===== config.mk =====
export PLATFORM = sky130hd
export DESIGN_NAME = ps2_host_tx
export DESIGN_NICKNAME = d
export VERILOG_FILES = /design/src/rtl/ps2_pkg.sv /design/src/rtl/ps2_clk_filter.sv /design/src/rtl/ps2_host_tx.sv
export SDC_FILE = /design/constraint.sdc
export NUM_CORES = 1
export LEC_CHECK = 0
export CORE_MARGIN = 10
export CORE_UTILIZATION = 60
export DETAILED_ROUTE_END_ITERATION = 10
export PLACE_DENSITY = 0.9
export RECOVER_POWER = 100
export SYNTH_ARGS = -nofsm -noshare
export SYNTH_HDL_FRONTEND = slang
export SYNTH_SLANG_ARGS = --single-unit

===== constraint.sdc =====
create_clock -name clk -period 4.45 [get_ports clk]
set_input_delay 0.6675 -clock clk [delete_from_list [all_inputs] [get_ports clk]]
set_output_delay 0.6675 -clock clk [all_outputs]
set_load 0.1 [all_outputs]

===== src/rtl/ps2_pkg.sv =====
// Shared PS/2 definitions: host transmitter state encoding, command bytes,
// and the frame parity helper. Used by the host transmitter and the
// scan-code receiver that sits on the same pins.
package ps2_pkg;

  // Host-to-device transmitter states.
  typedef enum logic [2:0] {
    ST_IDLE      = 3'd0,
    ST_INHIBIT   = 3'd1,
    ST_REQ       = 3'd2,
    ST_SEND      = 3'd3,
    ST_ACK       = 3'd4,
    ST_WAIT_IDLE = 3'd5
  } ps2_host_tx_state_t;

  // Common keyboard command bytes and the device acknowledge code.
  localparam logic [7:0] PS2_CMD_SET_LEDS = 8'hED;
  localparam logic [7:0] PS2_CMD_ENABLE   = 8'hF4;
  localparam logic [7:0] PS2_CMD_RESET    = 8'hFF;
  localparam logic [7:0] PS2_ACK          = 8'hFA;

  // Bits the device clocks in per host frame: data, parity, stop.
  localparam int PS2_TX_LAST_BIT = 10;

  // PS/2 frames carry odd parity: data bits plus parity hold an odd
  // number of ones.
  function automatic logic odd_parity(input logic [7:0] d);
    return ~^d;
  endfunction

endpackage


===== src/rtl/ps2_clk_filter.sv =====
// Purpose : 2-FF synchroniser + FILTER_LEN-sample debounce for the PS/2 clock,
//           with a one-cycle pulse on each filtered falling edge.
// Latency : filtered level / fall pulse follow the pin by 2 + FILTER_LEN clk.
// Backpr. : none; free-running conditioning stage.
// Ports   : clk, reset (sync, active-high), ps2c_in (async pin readback),
//           ps2c (filtered level), fall (1-cycle pulse on filtered 1->0).
module ps2_clk_filter #(
  parameter int FILTER_LEN = 8
) (
  input  logic clk,
  input  logic reset,
  input  logic ps2c_in,
  output logic ps2c,
  output logic fall
);

  localparam int CW = $clog2(FILTER_LEN + 1);
  localparam logic [CW-1:0] CNT_LAST = CW'(FILTER_LEN - 1);

  logic [1:0]    c_sync;  // c_sync[1] is the metastability-safe sample
  logic [CW-1:0] cnt;     // consecutive samples disagreeing with ps2c

  // The idle bus level is high, so the synchroniser and filter come out of
  // reset at 1; otherwise the first sample would look like a falling edge.
  always_ff @(posedge clk) begin
    if (reset) begin
      c_sync <= 2'b11;
      ps2c   <= 1'b1;
      cnt    <= '0;
      fall   <= 1'b0;
    end else begin
      c_sync <= {c_sync[0], ps2c_in};
      fall   <= 1'b0;
      if (c_sync[1] == ps2c) begin
        // Any agreeing sample restarts the run, so short glitches vanish.
        cnt <= '0;
      end else if (cnt == CNT_LAST) begin
        // This is the FILTER_LEN-th disagreeing sample in a row.
        ps2c <= c_sync[1];
        cnt  <= '0;
        fall <= ~c_sync[1];
      end else begin
        cnt <= cnt + 1'b1;
      end
    end
  end

endmodule


===== src/rtl/ps2_host_tx.sv =====
// Purpose : host-to-device PS/2 transmitter; sends one command byte over the
//           open-drain clock/data pins and checks the device ACK.
// Latency : INHIBIT_CYCLES + 1 request cycle, then 11 device clocks + line idle.
// Backpr. : tx_start honoured only while idle (tx_busy=0); otherwise dropped.
// Ports   : clk, reset (sync, active-high); tx_data/tx_start command request;
//           ps2c_in/ps2d_in async pin readback; ps2c_oe/ps2d_oe pull-low
//           enables; tx_busy level; tx_done/tx_error one-cycle result pulses.
module ps2_host_tx
  import ps2_pkg::*;
#(
  parameter int INHIBIT_CYCLES = 5000,
  parameter int TIMEOUT_CYCLES = 1_000_000,
  parameter int FILTER_LEN     = 8
) (
  input  logic       clk,
  input  logic       reset,
  input  logic [7:0] tx_data,
  input  logic       tx_start,
  input  logic       ps2c_in,
  input  logic       ps2d_in,
  output logic       ps2c_oe,
  output logic       ps2d_oe,
  output logic       tx_busy,
  output logic       tx_done,
  output logic       tx_error
);

  // One counter serves both the inhibit interval and the per-edge timeout,
  // since they never run at the same time.
  localparam int CNT_MAX = (INHIBIT_CYCLES > TIMEOUT_CYCLES) ? INHIBIT_CYCLES
                                                             : TIMEOUT_CYCLES;
  localparam int CNT_W = $clog2(CNT_MAX + 1);
  localparam logic [CNT_W-1:0] INHIBIT_LAST = CNT_W'(INHIBIT_CYCLES - 1);
  localparam logic [CNT_W-1:0] TIMEOUT_LAST = CNT_W'(TIMEOUT_CYCLES - 1);
  localparam logic [3:0]       LAST_BIT     = 4'(PS2_TX_LAST_BIT);

  ps2_host_tx_state_t state;
  logic [CNT_W-1:0]   cnt;
  logic [3:0]         bit_n;    // device clock falls seen in SEND, 0..10
  logic [7:0]         shift;    // unsent data bits, LSB next
  logic               parity;
  logic [1:0]         d_sync;
  logic               ps2d_s;
  logic               ps2c_filt;
  logic               ps2c_fall;
  logic               tmo_hit;

  ps2_clk_filter #(
    .FILTER_LEN (FILTER_LEN)
  ) u_clk_filter (
    .clk     (clk),
    .reset   (reset),
    .ps2c_in (ps2c_in),
    .ps2c    (ps2c_filt),
    .fall    (ps2c_fall)
  );

  assign ps2d_s = d_sync[1];

  // A clock fall in the same cycle counts as activity and beats the timeout.
  assign tmo_hit = ((state == ST_SEND) || (state == ST_ACK) ||
                    (state == ST_WAIT_IDLE)) &&
                   !ps2c_fall && (cnt == TIMEOUT_LAST);

  always_ff @(posedge clk) begin
    if (reset) begin
      state    <= ST_IDLE;
      cnt      <= '0;
      bit_n    <= '0;
      shift    <= '0;
      parity   <= 1'b0;
      d_sync   <= 2'b11;
      ps2c_oe  <= 1'b0;
      ps2d_oe  <= 1'b0;
      tx_busy  <= 1'b0;
      tx_done  <= 1'b0;
      tx_error <= 1'b0;
    end else begin
      d_sync   <= {d_sync[0], ps2d_in};
      tx_done  <= 1'b0;
      tx_error <= 1'b0;

      if (tmo_hit) begin
        // Device stopped clocking: let go of the bus and report.
        ps2c_oe  <= 1'b0;
        ps2d_oe  <= 1'b0;
        tx_error <= 1'b1;
        tx_busy  <= 1'b0;
        state    <= ST_IDLE;
      end else begin
        case (state)
          ST_IDLE: begin
            if (tx_start) begin
              shift   <= tx_data;
              parity  <= odd_parity(tx_data);
              cnt     <= '0;
              ps2c_oe <= 1'b1;
              tx_busy <= 1'b1;
              state   <= ST_INHIBIT;
            end
          end

          ST_INHIBIT: begin
            if (cnt == INHIBIT_LAST) begin
              ps2d_oe <= 1'b1;  // start bit, clock still held low
              state   <= ST_REQ;
            end else begin
              cnt <= cnt + 1'b1;
            end
          end

          ST_REQ: begin
            // Releasing the clock with data low is the request-to-send.
            ps2c_oe <= 1'b0;
            cnt     <= '0;
            bit_n   <= '0;
            state   <= ST_SEND;
          end

          ST_SEND: begin
            if (ps2c_fall) begin
              // Data moves right after a fall so it is stable well before
              // the device samples on the following rising edge.
              cnt   <= '0;
              bit_n <= bit_n + 1'b1;
              if (bit_n < 4'd8) begin
                ps2d_oe <= ~shift[0];
                shift   <= {1'b0, shift[7:1]};
              end else if (bit_n == 4'd8) begin
                ps2d_oe <= ~parity;
              end else if (bit_n + 1'b1 == LAST_BIT) begin
                ps2d_oe <= 1'b0;  // stop bit: released line reads 1
                state   <= ST_ACK;
              end
            end else begin
              cnt <= cnt + 1'b1;
            end
          end

          ST_ACK: begin
            if (ps2c_fall) begin
              cnt <= '0;
              if (!ps2d_s) begin
                state <= ST_WAIT_IDLE;
              end else begin
                tx_error <= 1'b1;
                tx_busy  <= 1'b0;
                state    <= ST_IDLE;
              end
            end else begin
              cnt <= cnt + 1'b1;
            end
          end

          ST_WAIT_IDLE: begin
            // The byte only counts as delivered once the device lets both
            // lines float high again.
            if (ps2c_fall) begin
              cnt <= '0;
            end else if (ps2c_filt && ps2d_s) begin
              tx_done <= 1'b1;
              tx_busy <= 1'b0;
              state   <= ST_IDLE;
            end else begin
              cnt <= cnt + 1'b1;
            end
          end

          default: begin
            ps2c_oe <= 1'b0;
            ps2d_oe <= 1'b0;
            tx_busy <= 1'b0;
            state   <= ST_IDLE;
          end
        endcase
      end
    end
  end

endmodule


==> results.ini <==
[outcome]
outcome = complete, no violations

[place]
gp_congestion = 0.889
dp_cells = 403
dp_hpwl_um = 4590
pre_cts_slack_ps = 1740
io_buffer_count = 17

[floorplanning]
num_rows = 25
io_pins = 18
die_area_mm2 = 0.00798
start_util_pct = 61.4
core_area_mm2 = 0.00469
die_w_um = 89.3
dieHeight_um = 89.3

[layout]
layout_commonest_cell = dfxtp_1
layout_common_cells = dfxtp_1 (51), nor2_1 (36), nand2_1 (33), nand3_1 (26), a21oi_1 (26)
drive_gt1_share_pct = 7.00
antennaDiodeCount = 0
final_net_count = 374
final.fill_count = 383
area_delta_synth_final_pct = 7.94
layoutNonFillerInstCount = 411

[timing]
setup_tns_ps = 0
final-setup-viol-count = 0
fmax_mhz = 335
worstMarginPinSlew_ps = 1000
finalHoldViolCount = 0
setup_slack_ps = 1470
rsz0062_at_grt = no
layout_min_cycle_time_ps = 2980
slew_violations = 0
clock_skew_ps = 8.66
relSlewSlack_pct = 33.4
fin_crit_sh_pct = 67.0

[critical_path]
path_class = register to register
critical-path-top-delay-family = simple AND/OR/NAND/NOR gates
end_kind = register
required_ps = 4660
crit_chain = nand3b_1, a211oi_1, nand2_4, nand2_1, nor2_1, o32ai_1
slowest_stage = dfxtp_1
worst-path-buf-inv = 0
slowest_delay_ps = 790
r2r_setup_slack_ps = 1470
cp_max_fo = 19
start_kind = register
arrival_ps = 3190

[worst_hold_path]
hp-class = register to register

[global_route]
antenna_found_initial = 0
grt_max_degree = 28
grt_pass1_wl_um = 10500
overflow = 0
grt_util_all_layers_pct = 16.8
grt_pass1_vias = 2291

[route]
avgRoutedWirePerCell_um = 16.6
routed_wl_um = 6830
ant_nets = 0
post-route-drc-count = 0
via_count = 2699
routed_via_density = 6.57
firstDrtPassIters = 5
drt-initial-drc-count = 325

[cts]
root_buffer = clkbuf_8
clock_latency_ps = 310
cts_hold_buf = 0
clk_pin_slew_ps = 90
post_cts_resized = 0
cts-htree-levels = 2
clock_sinks = 51
cts_setup_buffers = 0
tritoncts = built
cts_buffers = 5
clock_path_buffers = 2

[pwr]
cellPowerDensity_mw_per_mm2 = 463
ir_worst_vdd_mv = 0.212
leakage_nw = 1.08
total_power_mw = 1.44

[yosys]
synth_seq_area_share_pct = 35.4
synth_fp_nets = 368
synth-edff-count = 0
syn-instance-count = 350
yosysUniqueCellTypes = 68
yosys-top-cells-area = dfxtp_1 (35%), nor2_1 (4.7%), nand3_1 (4.5%), a21oi_1 (4.3%), nand2_1 (4.0%)
avgSynthCellArea_um2 = 8.24
synth_top_area_share_pct = 35.4
syn_area_mm2 = 0.00288
synth.largest_area_cell = dfxtp_1
synth-main-ff-cell = dfxtp_1
synth_warnings = 0
synth_seq_cells = 51
synth-async-reset-ratio_pct = 0

[run]
drv_cap = 0

[path summary, 6_finish.rpt]
path / start / depth (start not counted) / to
max: state[0]$_SDFFE_PP0P_ / 6 / cnt[5]$_SDFFE_PP0P_
min reg2reg: u_clk_filter.c_sync[0]$_SDFF_PP1_ / 1 / u_clk_filter.c_sync[1]$_SDFF_PP1_
max reg2reg: state[0]$_SDFFE_PP0P_ / 6 / cnt[5]$_SDFFE_PP0P_
min: u_clk_filter.c_sync[0]$_SDFF_PP1_ / 1 / u_clk_filter.c_sync[1]$_SDFF_PP1_
[flip-flops by register name, summed over array words and instances (netlist names), 2 cells and up]
signal	count
cnt	20
shift	8
bit_n	4
u_clk_filter.cnt	4
state	3
d_sync	2
u_clk_filter.c_sync	2
[cells in the mapped netlist (all sizes together) (2+ instances only)]
master,n
nor2,38
and4,2
ha,5
clkbuf,8
a2bb2oi,2
xnor2,9
nor3b,2
and2,2
or3,2
inv,13
nor3,9
nand4,7
o21a,3
nand3,26
a311oi,8
a21oi,26
nand2b,4
dfxtp,51
nor4,7
nor2b,2
or4,10
or2,6
and3,3
o31ai,6
nand4b,5
nand2,34
a31oi,7
buf,11
mux2i,3
nand3b,2
a211oi,2
o21ai,15
[metal layers]
layer	vias up	global-route usage [%]	part of all wire, %	wire length (um)
met2	128	27.7	47	3180
li1	1301	-	-	-
met1	1237	20.4	41	2830
met3	33	3.83	8.4	573
met4	0	7.23	3.5	238
met5	-	0	0	0
[kinds of logic (layout without fill, tap and decap cells)]
family / after synthesis / after routing / share of synthesized area, %
fa+ha+maj: 5 / 5 / 2.17
simple gates: 165 / 165 / 31.9
buf+inv: 32 / 39 / 5.90
flops: 51 / 51 / 35.4
xor+xnor: 10 / 10 / 3.04
compound gates: 83 / 83 / 20.0
mux: 4 / 4 / 1.56
[through the flow]
step | hold slack (ps) | utilization (%) | area (um^2)
5_1_grt | 456 | 66.3 | 3110
3_3_place_gp | 402 | 64.1 | 3010
3_5_place_dp | 406 | 64.1 | 3010
6_report | 426 | 66.3 | 3110
4_1_cts | 431 | 66.9 | 3140
2_1_floorplan | 389 | - | 2880
[cell type report]
type | count | area, um^2 | area share [%]
clock buffer | 6 | 72.6 | 2.33
clock inverter | 2 | 60.1 | 1.93
inverter | 13 | 48.8 | 1.57
multi-input combinational | 267 | 1670 | 53.6
sequential | 51 | 1020 | 32.8
tap | 54 | 67.6 | 2.17
timing repair buffer | 18 | 174 | 5.59
[where the power goes]
| group | switching, mW | leakage, nW | internal (mW) |
|---|---|---|---|
| Sequential | 0.0609 | 0.415 | 0.505 |
| Clock | 0.157 | 0.0654 | 0.225 |
| Combinational | 0.323 | 0.603 | 0.169 |
No activity file was read; power rests on OpenSTA's default activity.
